===== src/rtl/washer_pkg.sv =====
// Shared definitions for the washing-machine plant model: default durations,
// width helper, timer indices and the controller state encoding used by benches.
package washer_pkg;

    localparam int LEVEL_MAX_DEF        = 8;
    localparam int DETERGENT_CYCLES_DEF = 3;
    localparam int WASH_CYCLES_DEF      = 16;
    localparam int SPIN_CYCLES_DEF      = 12;

    // Dwell timer slots inside washer_sensor_timer
    localparam int TMR_DET  = 0;
    localparam int TMR_WASH = 1;
    localparam int TMR_SPIN = 2;
    localparam int TMR_NUM  = 3;

    typedef enum logic [2:0] {
        CTRL_CHECK_DOOR    = 3'd0,
        CTRL_FILL_WATER    = 3'd1,
        CTRL_ADD_DETERGENT = 3'd2,
        CTRL_CYCLE         = 3'd3,
        CTRL_DRAIN_WATER   = 3'd4,
        CTRL_SPIN          = 3'd5
    } ctrl_state_t;

    // Ceiling log2, minimum result 1 so a width is never zero.
    function automatic int clog2(input int value);
        int result;
        result = 1;
        for (int i = 1; i < 31; i++) begin
            if ((1 << i) < value) begin
                result = i + 1;
            end
        end
        return result;
    endfunction

endpackage


===== src/rtl/washer_dwell_timer.sv =====
// Counts enabled edges up to TERMINAL and raises a sticky done flag on the last
// one; enable low holds the count, clear zeroes count and done.
module washer_dwell_timer
    import washer_pkg::*;
#(
    parameter int TERMINAL = 16
) (
    input  logic clk,
    input  logic reset,
    input  logic enable,
    input  logic clear,
    output logic done,
    output logic hit
);

    localparam int CW = clog2(TERMINAL + 1);
    localparam logic [CW-1:0] COUNT_LAST = CW'(TERMINAL - 1);
    localparam logic [CW-1:0] COUNT_TERM = CW'(TERMINAL);

    logic [CW-1:0] count_reg;
    logic [CW-1:0] count_next;
    logic          done_reg;
    logic          done_next;

    // hit marks the edge on which done is about to rise
    assign hit = enable && !clear && (count_reg == COUNT_LAST);

    always_comb begin
        count_next = count_reg;
        done_next  = done_reg;
        if (clear) begin
            count_next = '0;
            done_next  = 1'b0;
        end else if (enable && (count_reg != COUNT_TERM)) begin
            count_next = count_reg + 1'b1;
            if (hit) begin
                done_next = 1'b1;
            end
        end
    end

    always_ff @(posedge clk or negedge reset) begin
        if (!reset) begin
            count_reg <= '0;
            done_reg  <= 1'b0;
        end else begin
            count_reg <= count_next;
            done_reg  <= done_next;
        end
    end

    assign done = done_reg;

endmodule


===== src/rtl/washer_sensor_timer.sv =====
// Plant-side responder: turns controller actuator outputs into tub level,
// full/empty sensors, detergent, wash and spin timeouts and an illegal-actuation flag.
module washer_sensor_timer
    import washer_pkg::*;
#(
    parameter  int LEVEL_MAX        = LEVEL_MAX_DEF,
    parameter  int DETERGENT_CYCLES = DETERGENT_CYCLES_DEF,
    parameter  int WASH_CYCLES      = WASH_CYCLES_DEF,
    parameter  int SPIN_CYCLES      = SPIN_CYCLES_DEF,
    localparam int LW               = clog2(LEVEL_MAX + 1)
) (
    input  logic          clk,
    input  logic          reset,
    input  logic          door_lock,
    input  logic          motor_on,
    input  logic          fill_value_on,
    input  logic          drain_value_on,
    input  logic          soap_wash,
    input  logic          water_wash,
    output logic          filled,
    output logic          drained,
    output logic          detergent_added,
    output logic          cycle_timeout,
    output logic          spin_timeout,
    output logic [LW-1:0] water_level,
    output logic          fault
);

    localparam logic [LW-1:0] LEVEL_FULL = LW'(LEVEL_MAX);

    logic [LW-1:0]      level_reg;
    logic [LW-1:0]      level_next;
    logic               detergent_reg;
    logic               detergent_next;
    logic               fault_reg;
    logic               fault_next;

    logic [TMR_NUM-1:0] tmr_enable;
    logic [TMR_NUM-1:0] tmr_clear;
    logic [TMR_NUM-1:0] tmr_done;
    logic [TMR_NUM-1:0] tmr_hit;

    logic               det_qual;
    logic               wash_qual;
    logic               spin_qual;

    // Water level: saturating single-step integrator, overlap of fill and drain holds
    always_comb begin
        level_next = level_reg;
        if (fill_value_on && !drain_value_on && (level_reg != LEVEL_FULL)) begin
            level_next = level_reg + 1'b1;
        end else if (drain_value_on && !fill_value_on && (level_reg != '0)) begin
            level_next = level_reg - 1'b1;
        end
    end

    assign filled  = (level_reg == LEVEL_FULL);
    assign drained = (level_reg == '0);

    assign det_qual  = soap_wash && filled;
    assign wash_qual = motor_on && filled && !drain_value_on;
    assign spin_qual = motor_on && drain_value_on && drained;

    assign tmr_enable[TMR_DET]  = det_qual;
    assign tmr_clear[TMR_DET]   = !det_qual;
    assign tmr_enable[TMR_WASH] = wash_qual;
    assign tmr_clear[TMR_WASH]  = !motor_on;
    assign tmr_enable[TMR_SPIN] = spin_qual;
    assign tmr_clear[TMR_SPIN]  = !motor_on;

    generate
        for (genvar gi = 0; gi < TMR_NUM; gi++) begin : g_timer
            washer_dwell_timer #(
                .TERMINAL((gi == TMR_DET)  ? DETERGENT_CYCLES :
                          (gi == TMR_WASH) ? WASH_CYCLES : SPIN_CYCLES)
            ) u_timer (
                .clk    (clk),
                .reset  (reset),
                .enable (tmr_enable[gi]),
                .clear  (tmr_clear[gi]),
                .done   (tmr_done[gi]),
                .hit    (tmr_hit[gi])
            );
        end
    endgenerate

    // The detergent flag outlives its qualifier; only an empty tub clears it,
    // and an empty tub beats a completion landing on the same edge.
    always_comb begin
        detergent_next = detergent_reg;
        if (level_next == '0) begin
            detergent_next = 1'b0;
        end else if (tmr_hit[TMR_DET]) begin
            detergent_next = 1'b1;
        end
    end

    assign fault_next = fault_reg
                      | (fill_value_on && drain_value_on)
                      | (motor_on && !door_lock);

    always_ff @(posedge clk or negedge reset) begin
        if (!reset) begin
            level_reg     <= '0;
            detergent_reg <= 1'b0;
            fault_reg     <= 1'b0;
        end else begin
            level_reg     <= level_next;
            detergent_reg <= detergent_next;
            fault_reg     <= fault_next;
        end
    end

    assign water_level     = level_reg;
    assign detergent_added = detergent_reg;
    assign cycle_timeout   = tmr_done[TMR_WASH];
    assign spin_timeout    = tmr_done[TMR_SPIN];
    assign fault           = fault_reg;

    // Rinse phase and the detergent timer's own done flag carry no plant behaviour
    logic unused_inputs;
    assign unused_inputs = &{1'b0, water_wash, tmr_done[TMR_DET],
                             tmr_hit[TMR_WASH], tmr_hit[TMR_SPIN]};

endmodule


===== config.mk =====
export PLATFORM = sky130hd
export DESIGN_NAME = washer_sensor_timer
export DESIGN_NICKNAME = d
export VERILOG_FILES = /design/src/rtl/washer_pkg.sv /design/src/rtl/washer_dwell_timer.sv /design/src/rtl/washer_sensor_timer.sv
export SDC_FILE = /design/constraint.sdc
export NUM_CORES = 1
export LEC_CHECK = 0
export CAP_MARGIN = 20
export CORE_ASPECT_RATIO = 1.2
export CORE_MARGIN = 5
export CORE_UTILIZATION = 32
export DETAILED_ROUTE_END_ITERATION = 16
export SLEW_MARGIN = 20
export SYNTH_ARGS = -nofsm -noshare
export SYNTH_HDL_FRONTEND = slang
export SYNTH_SLANG_ARGS = --single-unit
export TNS_END_PERCENT = 30

===== constraint.sdc =====
create_clock -name clk -period 3.19 [get_ports clk]
set_input_delay 0.7975 -clock clk [delete_from_list [all_inputs] [get_ports clk]]
set_output_delay 0.7975 -clock clk [all_outputs]
set_load 0.02 [all_outputs]

Yosys cells after proc, flatten, opt, wreduce, memory -nomap -nowiden
Index checks and enable logic that the tools add are counted.
{ "op_classes": {"reduce_logical": 28, "n_addsub": 5, "eq_ne": 13, "bitwise_logic": 2, "muxes": 16} }
{ "ops": {"columns": ["operator", "n"], "rows": [
  ["logical AND 1 bit", 19],
  ["two-way mux 4 bit", 4],
  ["two-way mux 5 bit", 2],
  ["adder 4 x 1 -> 4 bit (second input constant)", 2],
  ["== test 4 bit (second input constant)", 2],
  ["logical NOT 4 bit", 2],
  ["two-way mux 1 bit", 8],
  ["inequality test 2 x 1 -> 1 bit (second input constant)", 4],
  ["inequality test 4 bit (second input constant)", 2],
  ["adder 5 x 1 -> 5 bit (second input constant)", 1],
  ["== test 5 x 4 -> 1 bit (second input constant)", 1],
  ["inequality test 5 bit (second input constant)", 1],
  ["two-way mux 2 bit", 2],
  ["inequality test 2 bit (second input constant)", 2],
  ["AND reduction 2 bit", 2],
  ["nonzero test 4 bit", 1],
  ["subtractor 4 x 1 -> 4 bit (second input constant)", 1],
  ["logical NOT 1 bit", 3],
  ["adder 2 x 1 -> 2 bit (second input constant)", 1],
  ["== test 2 bit (second input constant)", 1],
  ["OR 1 bit", 2],
  ["nonzero test 2 bit", 1]
]} }
{ "totals": {"word_cells": 72, "in_bits": 8, "output_inout_bits": 10, "regBits": 19} }

Logic depth before layout (Yosys ltp)
{ "logic_depth": {"depth_word": 8, "ltp_mapped": 7} }

By module
Synthesis repeated with hierarchy kept, for this count alone.
{ "hier_totals": {"hier_cells": 140, "area_unflattened_um2": 1326.3} }
{ "by_module_without_submodules": {"columns": ["mod", "cells_each", "instances", "area_per_inst_um2"], "rows": [
  ["washer_sensor_timer", 60, 1, 516.7],
  ["washer_dwell_timer at g_timer[1].u_timer", 36, 1, 347.8],
  ["washer_dwell_timer at g_timer[2].u_timer", 27, 1, 285.3],
  ["washer_dwell_timer at g_timer[0].u_timer", 17, 1, 176.4]
]} }

Worst setup path after synthesis
OpenSTA, ideal clock, no wires.
{ "synth_path": {"path_type": "reg2out", "from": "register level_reg[1], in the netlist water_level[1]", "to": "output drained", "slack_ns": 0.995, "path_stages_with_launch": 5, "t_arrival_ns": 1.398, "t_required_ns": 2.393, "path_buffers": 0, "cell_sequence": "dfrtp_1 inv_1 ha_1 or3b_4 inv_1"} }
{ "synth_via": {"elab_chain_cells": 1} }
{ "synth_rtl": {"columns": ["element", "line", "text"], "rows": [
  ["start: declaration", "washer_sensor_timer.sv:31", "logic [LW-1:0] level_reg;"],
  ["start signal: assignment", "washer_sensor_timer.sv:108", "level_reg <= level_next;"],
  ["logical NOT 4 bit", "washer_sensor_timer.sv:58", "assign drained = (level_reg == '0);"],
  ["end: declaration", "washer_sensor_timer.sv:21", "output logic drained,"]
]} }
No other way between the ends.

Worst setup path after layout
Same ends and word-level chain as after synthesis.

==> summary.md <==
| Metric | Value |
|---|---|
| Tcrit/Tclk final | 94.83% |
| Pwr dens | 585.8 nW/um^2 |
| Critical Path AT | 2230 ps |
| Via count | 979 |
| DR DRC count | 0 |
| Worst-path clk slew | 70 ps |
| Worst hold path type | reg -> reg |
| Rows | 24 |
| FF/Latch Area | 475.5 sq um |
| Via density | 4.970 |
| Slowest-stage cell, CP | clkdlybuf4s50_1 |
| P_sw | 0.0003352 W |
| Clock Latency Late Sink | 260 ps |
| Nets | 163 |
| CTS hold repair buffers | 0 |
| Setup crit end kind | primary output |
| Post-CTS sizing | 0 |
| Setup TNS | 0 ps |
| Fmax | 0.3306 GHz |
| Status | complete, no violations |
| Flops & latches, synth | 19 |
| Routed wire length | 2382 um |
| Unrepaired setup endpoints after global routing | false |
| CTS tree | done |
| Fin. Hold Viols | 0 |
| Filler Cell Count | 379 |
| Sequential power share | 38.5% |
| Synth Net Count | 146 |
| Initial drt markers | 79 |
| Syn Std Cell Area | 1244 sq um |
| Sequential share of the synthesized area | 38.23% |
| Core outline area | 3694 sq um |
| Initial antenna violation count | 0 |
| Synth Area per Inst | 9.641 sq um |
| Least-Margin Pin Slew | 815.4 ps |
| Switching part of the total | 38.50% |
| Initial Util | 33.67% |
| CTS HTree Levels | 1 |
| HPWL after DPL | 1804 um |
| Worst-case clock buffer depth | 2 |
| Area Overhead vs Synth | 19.52% |
| Wire per inst | 12.09 um |
| Highest cell delay on the worst timing path | 620 ps |
| PortBufs | 16 |
| Final setup vio count | 0 |
| Die height | 78.29 um |
| Most area-hungry cell type in the Yosys netlist | dfrtp_1 |
| Top-area cell type share of the netlist area | 38.23% |
| Critical path class | reg -> out |
| Total grt overflow | 0 |
| Share of layout cells above drive strength 1 | 9.655% |
| Max Cap Violations | 0 |
| Setup Skew | 6.315 ps |
| Vias in the first global route | 978 |
| Antenna-violating nets left | 0 |
| Multi-input gate area | 671.9 sq um |
| Post-synthesis cell count | 129 |
| CP dominant cell by count | inv_1 |
| Drt pass-1 iters | 4 |
| Worst vdd ir | 0.2436 mV |
| Clock Sink Count | 19 |
| Cell chain of the critical path | inv_1, ha_1, or3b_4, inv_1, clkdlybuf4s50_1 |
| First-pass GRT wire length | 4278 um |
| Warnings, synthesis | 0 |
| Most frequent cells in the layout | 19 x dfrtp_1, 16 x inv_1, 16 x clkdlybuf4s50_1 |
| Gpl congestion | 0.8455 |
| Largest cells by area after synthesis | dfrtp_1 38%, ha_1 9.1%, inv_1 4.8% |
| Post-layout min period | 3025 ps |
| Num ports | 18 |
| Clock Power Share | 19.5% |
| P_leak | 0.6655 nW |
| Pin count of the biggest net entering global routing | 20 |
| P_int | 0.0005356 W |
| Required time worst endpoint | 2390 ps |
| Crit path launch type | flip-flop |
| Max FFs per register | 11 |
| ANT cells | 0 |
| Slew HR | 45.47% |
| Root buf cell | clkbuf_8 |
| Post-CTS setup repair buffer count | 0 |
| Yosys cell types | 41 |
| Leading cell type in the layout, fill and taps excluded | dfrtp_1 |
| Critical-path maximum fanout | 9 |
| Die Wd | 66.91 um |
| Pins Over Slew Limit | 0 |
| Worst hold margin | 471.9 ps |
| Comb pwr share | 42.0% |
| CTS Buf Count | 3 |
| DIE AREA | 5238 sq um |
| Total track usage | 10.57% |
==> layout make-up <==
class,count,area share (%)
multi-input cells,89,45.20
flip-flops and latches,19,31.99
repair buffers,17,11.28
well taps,52,4.377
inverters,16,4.040
clock buffers,3,2.778
clock inverters,1,0.3367
==> Yosys cell counts <==
library cell  number
ha_1               9
mux2i_1            2
nor2_1             5
o21a_1             1
or3b_2             1
clkbuf_8           1
nand2_1            8
nor3_1             1
nand3_1            5
a211o_1            1
o32ai_1            1
xnor2_1            5
o22ai_1            1
o211a_1            2
and4bb_2           2
nor4b_4            1
a211oi_1           1
and2_1             7
nand3b_1           1
nand4_1            3
buf_6              1
dfrtp_1           19
nor4_1             1
clkbuf_1           3
o21ai_0            6
and3_1             2
xor2_1             3
nor4bb_1           1
a22o_1             1
or3b_4             1
a31o_2             1
inv_1             16
nand4bb_1          1
nor4_2             1
and2_2             1
a21o_1             1
a21oi_1            3
and3b_2            1
a41oi_1            1
a31oi_1            3
nor2b_1            4
==> stage by stage <==
stage	instance area, sq um	power [W]	instances	setup slack [ps]	util (%)
5_1_grt	1486	0.0009398	197	45.58	40.24
3_3_place_gp	1440	0.0006943	193	485.3	38.99
4_1_cts	1486	0.0008804	197	163.4	40.24
6_report	1486	0.0008708	197	164.9	40.24
3_5_place_dp	1440	0.0007062	193	468.8	38.99
2_1_floorplan	1244	0.0005855	129	994.6	-
==> critical path, delay by kind of cell (launching register included) <==
family                   cells  cell delay, ps
AND/OR/NAND/NOR              1             450
buffers and inverters        3             830
flip-flops                   1             470
adder cells (fa/ha/maj)      1             210
==> routing by layer <==
layer	GRT usage [%]	up-vias	wire length, um	share of wire [%]
met1	12.94	470	1071	45
li1	-	477	-	-
met4	6.288	0	69	2.9
met5	0	-	0	0
met2	16.77	25	1113	47
met3	2.286	7	129	5.4
==> power groups by stage <==
| stage | combinational [W] | sequential, W | clock, W |
|---|---|---|---|
| after global placement | 0.000357 | 0.000337 | 0 |
| after floorplan | 0.000235 | 0.000350 | 0 |
| final | 0.000366 | 0.000336 | 0.000170 |
| after detailed placement | 0.000366 | 0.000340 | 0 |
| after CTS | 0.000369 | 0.000335 | 0.000176 |
| after global routing | 0.000401 | 0.000347 | 0.000193 |
==> path summary, 6_finish.rpt <==
check | start | endpoint | slack, ps | cells past startpoint
max | water_level[1] | drained | 160 | 5
min | fault | fault | 470 | 1
max reg2reg | water_level[1] | g_timer[2].u_timer.count_reg[3] | 1250 | 6
min reg2reg | fault | fault | 470 | 1
max in group asynchronous | reset | g_timer[1].u_timer.count_reg[3] | 1680 | 1
min in group asynchronous | reset | g_timer[1].u_timer.count_reg[4] | 1000 | 1
==> cell families (layout without fill, tap and decap cells) <==
family / Yosys count / count (layout) / share of synthesized area (%)
DFF: 19 / 19 / 38.23
and+or+nand+nor: 47 / 47 / 25.15
buffers and inverters: 21 / 37 / 7.746
AOI/OAI and AO/OA: 23 / 23 / 12.58
xor gates and xnor gates: 8 / 8 / 5.634
muxes: 2 / 2 / 1.610
adders and majority gates: 9 / 9 / 9.054
Note: power is estimated with default switching activity, not from simulation.
